`src/rtl/draw_health_bar_pkg.sv`:
```
// health_pkg: shared types and constants for the health HUD.
//   health_state_t : player health FSM states
//   vga_t          : one pixel of VGA timing + colour, packed (38 bits)
//   KEY_COLOUR     : icon ROM colour treated as transparent
//   BLANK_COLOUR   : colour forced during blanking
// Optional: HEALTH_GHOST_ICONS_EN adds dim_rgb() for lost-heart icons.
package health_pkg;

  typedef enum logic [1:0] {IDLE, ALIVE, INVULN, DEAD} health_state_t;

  localparam logic [11:0] KEY_COLOUR   = 12'h000;
  localparam logic [11:0] BLANK_COLOUR = 12'h888;

  typedef struct packed {
    logic [10:0] vcount;
    logic        vsync;
    logic        vblnk;
    logic [10:0] hcount;
    logic        hsync;
    logic        hblnk;
    logic [11:0] rgb;
  } vga_t;

  localparam int VGA_W = $bits(vga_t);

`ifdef HEALTH_GHOST_ICONS_EN
  // Halve each 4-bit channel.
  function automatic logic [11:0] dim_rgb(input logic [11:0] c);
    return {1'b0, c[11:9], 1'b0, c[7:5], 1'b0, c[3:1]};
  endfunction
`endif

endpackage

```
`src/rtl/vga_if.sv`:
```
// vga_if: VGA timing + colour bundle passed along the draw chain.
//   modport in  : consumer side
//   modport out : producer side
interface vga_if;
  logic [10:0] vcount;
  logic        vsync;
  logic        vblnk;
  logic [10:0] hcount;
  logic        hsync;
  logic        hblnk;
  logic [11:0] rgb;

  modport in  (input  vcount, vsync, vblnk, hcount, hsync, hblnk, rgb);
  modport out (output vcount, vsync, vblnk, hcount, hsync, hblnk, rgb);
endinterface

```
`src/rtl/delay.sv`:
```
// delay: fixed-latency register pipeline.
//   clk, rst : clock, synchronous active-high reset (clears all stages)
//   din      : WIDTH-bit input
//   dout     : din delayed by CLK_DEL clocks
module delay #(
  parameter int WIDTH   = 38,
  parameter int CLK_DEL = 2
) (
  input  logic             clk,
  input  logic             rst,
  input  logic [WIDTH-1:0] din,
  output logic [WIDTH-1:0] dout
);

  logic [CLK_DEL-1:0][WIDTH-1:0] pipe_q;

  always_ff @(posedge clk) begin
    if (rst) begin
      pipe_q <= '0;
    end else begin
      pipe_q[0] <= din;
      for (int i = 1; i < CLK_DEL; i++) pipe_q[i] <= pipe_q[i-1];
    end
  end

  assign dout = pipe_q[CLK_DEL-1];

endmodule

```
`src/rtl/draw_health_bar_fsm.sv`:
```
// health_fsm: player health, damage/heal handling, invulnerability window.
//   clk, rst   : clock, synchronous active-high reset
//   start_game : level, low forces IDLE
//   hit, heal  : single-cycle requests
//   frame_tick : one pulse per frame, paces the blink window
//   health     : current health
//   dead       : high in DEAD
//   visible    : icons shown this cycle (blink gating)
//   state      : current FSM state
module health_fsm
  import health_pkg::*;
#(
  parameter int MAX_HEALTH   = 5,
  parameter int INIT_HEALTH  = 3,
  parameter int BLINK_FRAMES = 90,
  parameter int BLINK_LOG2   = 3
) (
  input  logic          clk,
  input  logic          rst,
  input  logic          start_game,
  input  logic          hit,
  input  logic          heal,
  input  logic          frame_tick,
  output logic [3:0]    health,
  output logic          dead,
  output logic          visible,
  output health_state_t state
);

  // Counter must hold BLINK_FRAMES and also own the blink bit.
  localparam int CW  = $clog2(BLINK_FRAMES + 1);
  localparam int BW  = (CW > BLINK_LOG2 + 1) ? CW : BLINK_LOG2 + 1;
  localparam logic [3:0]    MAX_H   = 4'(MAX_HEALTH);
  localparam logic [3:0]    INIT_H  = 4'(INIT_HEALTH);
  localparam logic [BW-1:0] BLINK_N = BW'(BLINK_FRAMES);

  health_state_t state_q;
  logic [3:0]    health_q;
  logic [BW-1:0] blink_q;
  logic          dead_q;
  logic [3:0]    healed;

  assign healed = (health_q == MAX_H) ? health_q : health_q + 4'd1;

  always_ff @(posedge clk) begin
    if (rst) begin
      state_q  <= IDLE;
      health_q <= '0;
      blink_q  <= '0;
      dead_q   <= 1'b0;
    end else if (!start_game) begin
      // Game stopped: health is kept for display until the next start.
      state_q <= IDLE;
      blink_q <= '0;
      dead_q  <= 1'b0;
    end else begin
      case (state_q)
        IDLE: begin
          state_q  <= ALIVE;
          health_q <= INIT_H;
        end
        ALIVE: begin
          if (hit) begin
            health_q <= health_q - 4'd1;
            if (health_q == 4'd1) begin
              state_q <= DEAD;
              dead_q  <= 1'b1;
            end else begin
              state_q <= INVULN;
              blink_q <= BLINK_N;
            end
          end else if (heal) begin
            health_q <= healed;
          end
        end
        INVULN: begin
          if (heal) health_q <= healed;
          if (frame_tick) begin
            blink_q <= blink_q - 1'b1;
            if (blink_q == BW'(1)) state_q <= ALIVE;
          end
        end
        DEAD: ;
        default: state_q <= IDLE;
      endcase
    end
  end

  assign health  = health_q;
  assign dead    = dead_q;
  assign state   = state_q;
  assign visible = (state_q == ALIVE) || ((state_q == INVULN) && !blink_q[BLINK_LOG2]);

endmodule

```
`src/rtl/draw_health_bar.sv`:
```
// draw_health_bar: HUD layer drawing up to MAX_HEALTH heart icons.
//   clk, rst    : pixel clock, synchronous active-high reset
//   start_game  : level, game running
//   en          : draw enable (health logic runs regardless)
//   hit, heal   : single-cycle damage / heal requests
//   rgb_pixel   : icon ROM data, 1 clk after pixel_addr
//   pixel_addr  : icon ROM address {row, col}
//   health,dead : player status
//   in, out     : VGA stream, out = in delayed 3 clk with icons overlaid
// Optional: define HEALTH_GHOST_ICONS_EN to draw lost hearts dimmed.
module draw_health_bar
  import health_pkg::*;
#(
  parameter int XPOS         = 800,
  parameter int YPOS         = 16,
  parameter int ICON_LOG2    = 6,
  parameter int MAX_HEALTH   = 5,
  parameter int INIT_HEALTH  = 3,
  parameter int BLINK_FRAMES = 90,
  parameter int BLINK_LOG2   = 3
) (
  input  logic                   clk,
  input  logic                   rst,
  input  logic                   start_game,
  input  logic                   en,
  input  logic                   hit,
  input  logic                   heal,
  input  logic [11:0]            rgb_pixel,
  output logic [2*ICON_LOG2-1:0] pixel_addr,
  output logic [3:0]             health,
  output logic                   dead,
  vga_if.in                      in,
  vga_if.out                     out
);

  localparam logic [10:0] X_LO = 11'(XPOS);
  localparam logic [10:0] X_HI = 11'(XPOS + (MAX_HEALTH << ICON_LOG2));
  localparam logic [10:0] Y_LO = 11'(YPOS);
  localparam logic [10:0] Y_HI = 11'(YPOS + (1 << ICON_LOG2));

  // Geometry on the raw input pixel
  logic [10:0]          hrel;
  logic [ICON_LOG2-1:0] vrel_lo;
  logic                 in_slot;
  logic [3:0]           slot;

  assign hrel    = in.hcount - X_LO;
  assign vrel_lo = ICON_LOG2'(in.vcount - Y_LO);
  assign in_slot = (in.vcount >= Y_LO) && (in.vcount < Y_HI) &&
                   (in.hcount >= X_LO) && (in.hcount < X_HI);
  assign slot    = 4'(hrel >> ICON_LOG2);

  // Slot info travels alongside the ROM access (stages 1 and 2)
  logic       in_slot_q1, in_slot_q2;
  logic [3:0] slot_q1, slot_q2;

  always_ff @(posedge clk) begin
    if (rst) begin
      pixel_addr <= '0;
      in_slot_q1 <= 1'b0;
      in_slot_q2 <= 1'b0;
      slot_q1    <= '0;
      slot_q2    <= '0;
    end else begin
      if (in_slot) pixel_addr <= {vrel_lo, hrel[ICON_LOG2-1:0]};
      in_slot_q1 <= in_slot;
      slot_q1    <= slot;
      in_slot_q2 <= in_slot_q1;
      slot_q2    <= slot_q1;
    end
  end

  // Frame tick on vblnk rising edge
  logic vblnk_q, frame_tick;

  always_ff @(posedge clk) begin
    if (rst) vblnk_q <= 1'b0;
    else     vblnk_q <= in.vblnk;
  end

  assign frame_tick = in.vblnk && !vblnk_q;

  health_state_t state;
  logic          visible;

  health_fsm #(
    .MAX_HEALTH  (MAX_HEALTH),
    .INIT_HEALTH (INIT_HEALTH),
    .BLINK_FRAMES(BLINK_FRAMES),
    .BLINK_LOG2  (BLINK_LOG2)
  ) u_fsm (
    .clk       (clk),
    .rst       (rst),
    .start_game(start_game),
    .hit       (hit),
    .heal      (heal),
    .frame_tick(frame_tick),
    .health    (health),
    .dead      (dead),
    .visible   (visible),
    .state     (state)
  );

  // Timing + incoming colour delayed to line up with rgb_pixel
  vga_t pix_in, pix_dly, out_q;

  assign pix_in = '{vcount: in.vcount, vsync: in.vsync, vblnk: in.vblnk,
                    hcount: in.hcount, hsync: in.hsync, hblnk: in.hblnk,
                    rgb: in.rgb};

  delay #(.WIDTH(VGA_W), .CLK_DEL(2)) u_delay (
    .clk (clk),
    .rst (rst),
    .din (pix_in),
    .dout(pix_dly)
  );

  logic [11:0] rgb_d;

  always_comb begin
    rgb_d = pix_dly.rgb;
    if (pix_dly.vblnk || pix_dly.hblnk) begin
      rgb_d = BLANK_COLOUR;
    end else if (en && (state != IDLE) && in_slot_q2 && visible &&
                 (rgb_pixel != KEY_COLOUR)) begin
      if (slot_q2 < health) rgb_d = rgb_pixel;
`ifdef HEALTH_GHOST_ICONS_EN
      else                  rgb_d = dim_rgb(rgb_pixel);
`endif
    end
  end

  always_ff @(posedge clk) begin
    if (rst) begin
      out_q <= '0;
    end else begin
      out_q     <= pix_dly;
      out_q.rgb <= rgb_d;
    end
  end

  assign out.vcount = out_q.vcount;
  assign out.vsync  = out_q.vsync;
  assign out.vblnk  = out_q.vblnk;
  assign out.hcount = out_q.hcount;
  assign out.hsync  = out_q.hsync;
  assign out.hblnk  = out_q.hblnk;
  assign out.rgb    = out_q.rgb;

endmodule
```
`src/flat_wrapper.sv`:
```
// flat-port wrapper written by rule: the top's interface ports become plain ports
module draw_health_bar_flat import health_pkg::*;
#(
  parameter int XPOS         = 800,
  parameter int YPOS         = 16,
  parameter int ICON_LOG2    = 6,
  parameter int MAX_HEALTH   = 5,
  parameter int INIT_HEALTH  = 3,
  parameter int BLINK_FRAMES = 90,
  parameter int BLINK_LOG2   = 3
)
  (clk, rst, start_game, en, hit, heal, rgb_pixel, pixel_addr, health, dead, in_vcount, in_vsync, in_vblnk, in_hcount, in_hsync, in_hblnk, in_rgb, out_vcount, out_vsync, out_vblnk, out_hcount, out_hsync, out_hblnk, out_rgb);
  vga_if in_i ();
  vga_if out_i ();
  input  logic clk;
  input  logic rst;
  input  logic start_game;
  input  logic en;
  input  logic hit;
  input  logic heal;
  input  logic [11:0] rgb_pixel;
  output logic [2*ICON_LOG2-1:0] pixel_addr;
  output logic [3:0] health;
  output logic dead;
  input wire logic [$bits(in_i.vcount)-1:0] in_vcount;
  input wire logic [$bits(in_i.vsync)-1:0] in_vsync;
  input wire logic [$bits(in_i.vblnk)-1:0] in_vblnk;
  input wire logic [$bits(in_i.hcount)-1:0] in_hcount;
  input wire logic [$bits(in_i.hsync)-1:0] in_hsync;
  input wire logic [$bits(in_i.hblnk)-1:0] in_hblnk;
  input wire logic [$bits(in_i.rgb)-1:0] in_rgb;
  output wire logic [$bits(out_i.vcount)-1:0] out_vcount;
  output wire logic [$bits(out_i.vsync)-1:0] out_vsync;
  output wire logic [$bits(out_i.vblnk)-1:0] out_vblnk;
  output wire logic [$bits(out_i.hcount)-1:0] out_hcount;
  output wire logic [$bits(out_i.hsync)-1:0] out_hsync;
  output wire logic [$bits(out_i.hblnk)-1:0] out_hblnk;
  output wire logic [$bits(out_i.rgb)-1:0] out_rgb;
  assign in_i.vcount = in_vcount;
  assign in_i.vsync = in_vsync;
  assign in_i.vblnk = in_vblnk;
  assign in_i.hcount = in_hcount;
  assign in_i.hsync = in_hsync;
  assign in_i.hblnk = in_hblnk;
  assign in_i.rgb = in_rgb;
  assign out_vcount = out_i.vcount;
  assign out_vsync = out_i.vsync;
  assign out_vblnk = out_i.vblnk;
  assign out_hcount = out_i.hcount;
  assign out_hsync = out_i.hsync;
  assign out_hblnk = out_i.hblnk;
  assign out_rgb = out_i.rgb;
  draw_health_bar #(.XPOS(XPOS), .YPOS(YPOS), .ICON_LOG2(ICON_LOG2), .MAX_HEALTH(MAX_HEALTH), .INIT_HEALTH(INIT_HEALTH), .BLINK_FRAMES(BLINK_FRAMES), .BLINK_LOG2(BLINK_LOG2)) u_core (.clk(clk), .rst(rst), .start_game(start_game), .en(en), .hit(hit), .heal(heal), .rgb_pixel(rgb_pixel), .pixel_addr(pixel_addr), .health(health), .dead(dead), .in(in_i), .out(out_i));
endmodule
```
`config.mk`:
```
export PLATFORM = sky130hd
export DESIGN_NAME = draw_health_bar_flat
export DESIGN_NICKNAME = d
export VERILOG_FILES = /design/src/rtl/draw_health_bar_pkg.sv /design/src/rtl/vga_if.sv /design/src/rtl/delay.sv /design/src/rtl/draw_health_bar_fsm.sv /design/src/rtl/draw_health_bar.sv /design/src/flat_wrapper.sv
export SDC_FILE = /design/constraint.sdc
export NUM_CORES = 1
export LEC_CHECK = 0
export ABC_AREA = 1
export CELL_PAD_IN_SITES_DETAIL_PLACEMENT = 1
export CELL_PAD_IN_SITES_GLOBAL_PLACEMENT = 1
export CORE_ASPECT_RATIO = 0.75
export CORE_MARGIN = 2
export CORE_UTILIZATION = 40
export DETAILED_ROUTE_END_ITERATION = 12
export PLACE_DENSITY_LB_ADDON = 0.05
export SYNTH_ARGS = -nofsm -noshare
export SYNTH_HDL_FRONTEND = slang
export SYNTH_SLANG_ARGS = --single-unit
```
`constraint.sdc`:
```
create_clock -name clk -period 3.7 [get_ports clk]
set_clock_uncertainty 0.05 [all_clocks]
set_input_delay 0.74 -clock clk [delete_from_list [all_inputs] [get_ports clk]]
set_output_delay 0.74 -clock clk [all_outputs]
set_load 0.01 [all_outputs]
```
==> impl_metrics.toml <==
[clock_network]
htreeDepth = 4
clk_path_buf_depth = 2
clkTransAtPathRegs_ns = 0.06
cts_sinks = 150
numCtsBuffers = 17
cts_setup_buffers = 0
cts-hold-fix-buffers = 0
cts-resized-gates = 0
clk-insertion-delay-late_ns = 0.42
cts_tree = "yes"
clockRootBuffer = "clkbuf_16"

[logic_synthesis]
yosys.area_share.simple_pct = 21.82
synth_top_area_cell = "dfxtp_1"
synth_top_family_by_area = "simple AND/OR/NAND/NOR gates"
synth_warnings = 0
synthXorXnorAreaFrac_pct = 0.8143
synth_area_um2 = 5378
synthAdderAreaFrac_pct = 3.490
syn_area_per_cell_um2 = 7.991
netlist_instances = 673
synth_edf_count = 0
syn_nets = 744
muxShareOfSynthArea_pct = 0
synthTopCellsByArea = "dfxtp_1 (56%), nor2_1 (12%), inv_1 (8.9%)"
synth_ff_type = "dfxtp_1"
synth_seq_cells = 150
yosysSeqAreaShare_pct = 55.84
async_flop_share_pct = 0
synth.top_cell.area_share_pct = 55.84
yosysUniqueCellTypes = 30
synth_compound_area_share_pct = 6.631

[global_route]
grt_pass1_vias = 4577
antenna_found_initial = 0
use_met3_pct = 4.678
grt-ovfl-total = 0
busiest_layer = "met2"
grt_pass1_wl_um = 21900
grt_start_max_net_pins = 99
grt_util_all_layers_pct = 19.45
met1_usage_pct = 25.49
grtUsageMet2_pct = 30.87

[route]
drtPass1Iterations = 4
avgRoutedWirePerCell_um = 13.63
viasPerCell = 4.528
vias = 4388
drt_iter0_markers = 127
wl_um = 13200
ant_nets = 0
drcViolationCount = 0

[pwr]
fin_total_pwr_w = 0.003916
power.density_nw_per_um2 = 538.3
leakage_nw = 3.143
ir_drop_mv = 0.3728

[floorplan]
die_area_um2 = 14400
core_area_um2 = 13060
die-width_um = 137.9
die_y_um = 104.4
rows = 36
io-pin-count = 111
start_util_pct = 41.17

[final_layout]
fill_cells = 1516
final_area_um2 = 7274
regArea_um2 = 3003
final_cell_mix = "nor2_1 (172), dfxtp_1 (150), inv_1 (128), clkdlybuf4s50_1 (109), nand2_1 (62)"
fin_nets = 856
antenna_cells = 0
syn2layout_area_growth_pct = 35.27
final_util_pct = 55.69
multi_input_comb_area_um2 = 1762
drive_gt1_share_pct = 6.516
layout_commonest_cell = "nor2_1"

[status]
status = "finished clean"

[placement]
port_buffers = 110
hpwlAfterDp_um = 9261
gp_congestion = 0.8166
placed_area_um2 = 6628

[critical_path]
cp-end-kind = "register"
startpoint = "in_vcount[4]"
worstReg2RegStart = "u_core.u_fsm.state[0]"
worst_ep_arrival_time_ns = 2.83
worstPathMaxFanout = 25
critical_path_class = "in2reg"
cp-start-kind = "input pin"
crit_required_ns = 3.96

[timing]
tightestPinTransition_ns = 0.9869
hold_viol = 0
max_clock_freq_ghz = 0.3899
slew_headroom_pct = 33.70
min_period_ns = 2.565
finalSetupTns_ns = 0
setup_violations = 0
fin_crit_sh_pct = 69.32
rsz0062_at_grt = "no"
finalMaxSlewViolations = 0

[hold_path]
hp-class = "reg2reg"
worstHoldStart = "u_core.u_delay.pipe_q[12]"

[run]
max_cap_violations = 0
-- report_power, final --
group | internal (W) | total (W) | switching (W)
Sequential | 0.00168 | 0.00171 | 0.0000269
Clock | 0.00121 | 0.00187 | 0.000663
Combinational | 0.000148 | 0.000335 | 0.000187
Total | 0.00304 | 0.00392 | 0.000877
-- metal layers --
metal	vias up	wire [µm]	part of all wire (%)
met3	15	578	4.4
li1	2238	-	-
met2	89	6102	46
met4	0	138	1.0
met5	-	0	0
met1	2046	6384	48
-- flip-flops by register name, indices dropped and copies added, names as in the netlist --
signal / flops
u_core.u_fsm.health: 4
u_core.out.vcount: 11
u_core.u_fsm.dead: 1
u_core.slot_q2: 4
u_core.out.vsync: 1
u_core.pixel_addr: 12
u_core.u_delay.pipe_q: 38
u_core.out.hblnk: 1
u_core.in_slot_q2: 1
u_core.u_fsm.blink_q: 7
u_core.out.vblnk: 1
u_core.out.rgb: 12
u_core.in_slot_q1: 1
u_core.out.hcount: 11
u_core.u_fsm.state: 2
u_core.out.hsync: 1
u_core.u_delay.dout: 38
u_core.slot_q1: 4
-- kinds of logic (layout without fill, tap and decap cells) --
logic type,after synthesis,in the layout
buf+inv,156,281
simple gates,281,281
flops,150,150
xor+xnor,5,5
fa+ha+maj,15,15
compound gates,66,66
-- per-stage QoR --
stage	hold WS, ns	cells	worst slack, ns
finish	0.3476	969	1.135
global route	0.3585	969	0.8615
CTS	0.3486	969	1.139
detailed placement	0.3473	937	0.7216
global placement	0.3402	937	0.8846
floorplan	0.3383	673	1.833
-- critical path: stages --
cell             delay (ns)
clkdlybuf4s50_1        0.53
ha_1                   0.17
nand3_1                0.07
o21ai_0                0.16
nand2_1                0.09
nor2_2                 0.73
nand3_1                0.18
nand2_1                0.12
nor2_1                 0.04
-- final timing paths --
check / to / slack [ns] / depth (start not counted)
max: u_core.pixel_addr[8] / 1.14 / 9
min: u_core.u_delay.dout[12] / 0.35 / 2
max reg2reg: u_core.out.rgb[1] / 1.85 / 9
min reg2reg: u_core.u_delay.dout[12] / 0.35 / 2
-- area by class of cell --
cell class / instances / area share (%)
Clock buffer: 19 / 6.089
Clock inverter: 13 / 2.804
Inverter: 138 / 7.293
Multi-Input combinational cell: 367 / 24.22
Sequential cell: 150 / 41.28
Tap cell: 171 / 2.941
Timing Repair Buffer: 111 / 15.38
-- synth_stat cells (2+ instances only) --
| cell type | count |
|---|---|
| nand2_1 | 62 |
| a21oi_1 | 37 |
| nand2_2 | 2 |
| o21ai_1 | 11 |
| inv_1 | 128 |
| nand3_1 | 28 |
| dfxtp_1 | 150 |
| o31ai_1 | 2 |
| clkbuf_1 | 13 |
| nor2_2 | 2 |
| xor2_1 | 4 |
| ha_1 | 15 |
| o21ai_0 | 11 |
| buf_4 | 4 |
| inv_2 | 8 |
| nand4_1 | 6 |
| nor2_1 | 172 |
| o21a_1 | 2 |
| nor3_1 | 5 |
Power figures use the tool's default switching activity.
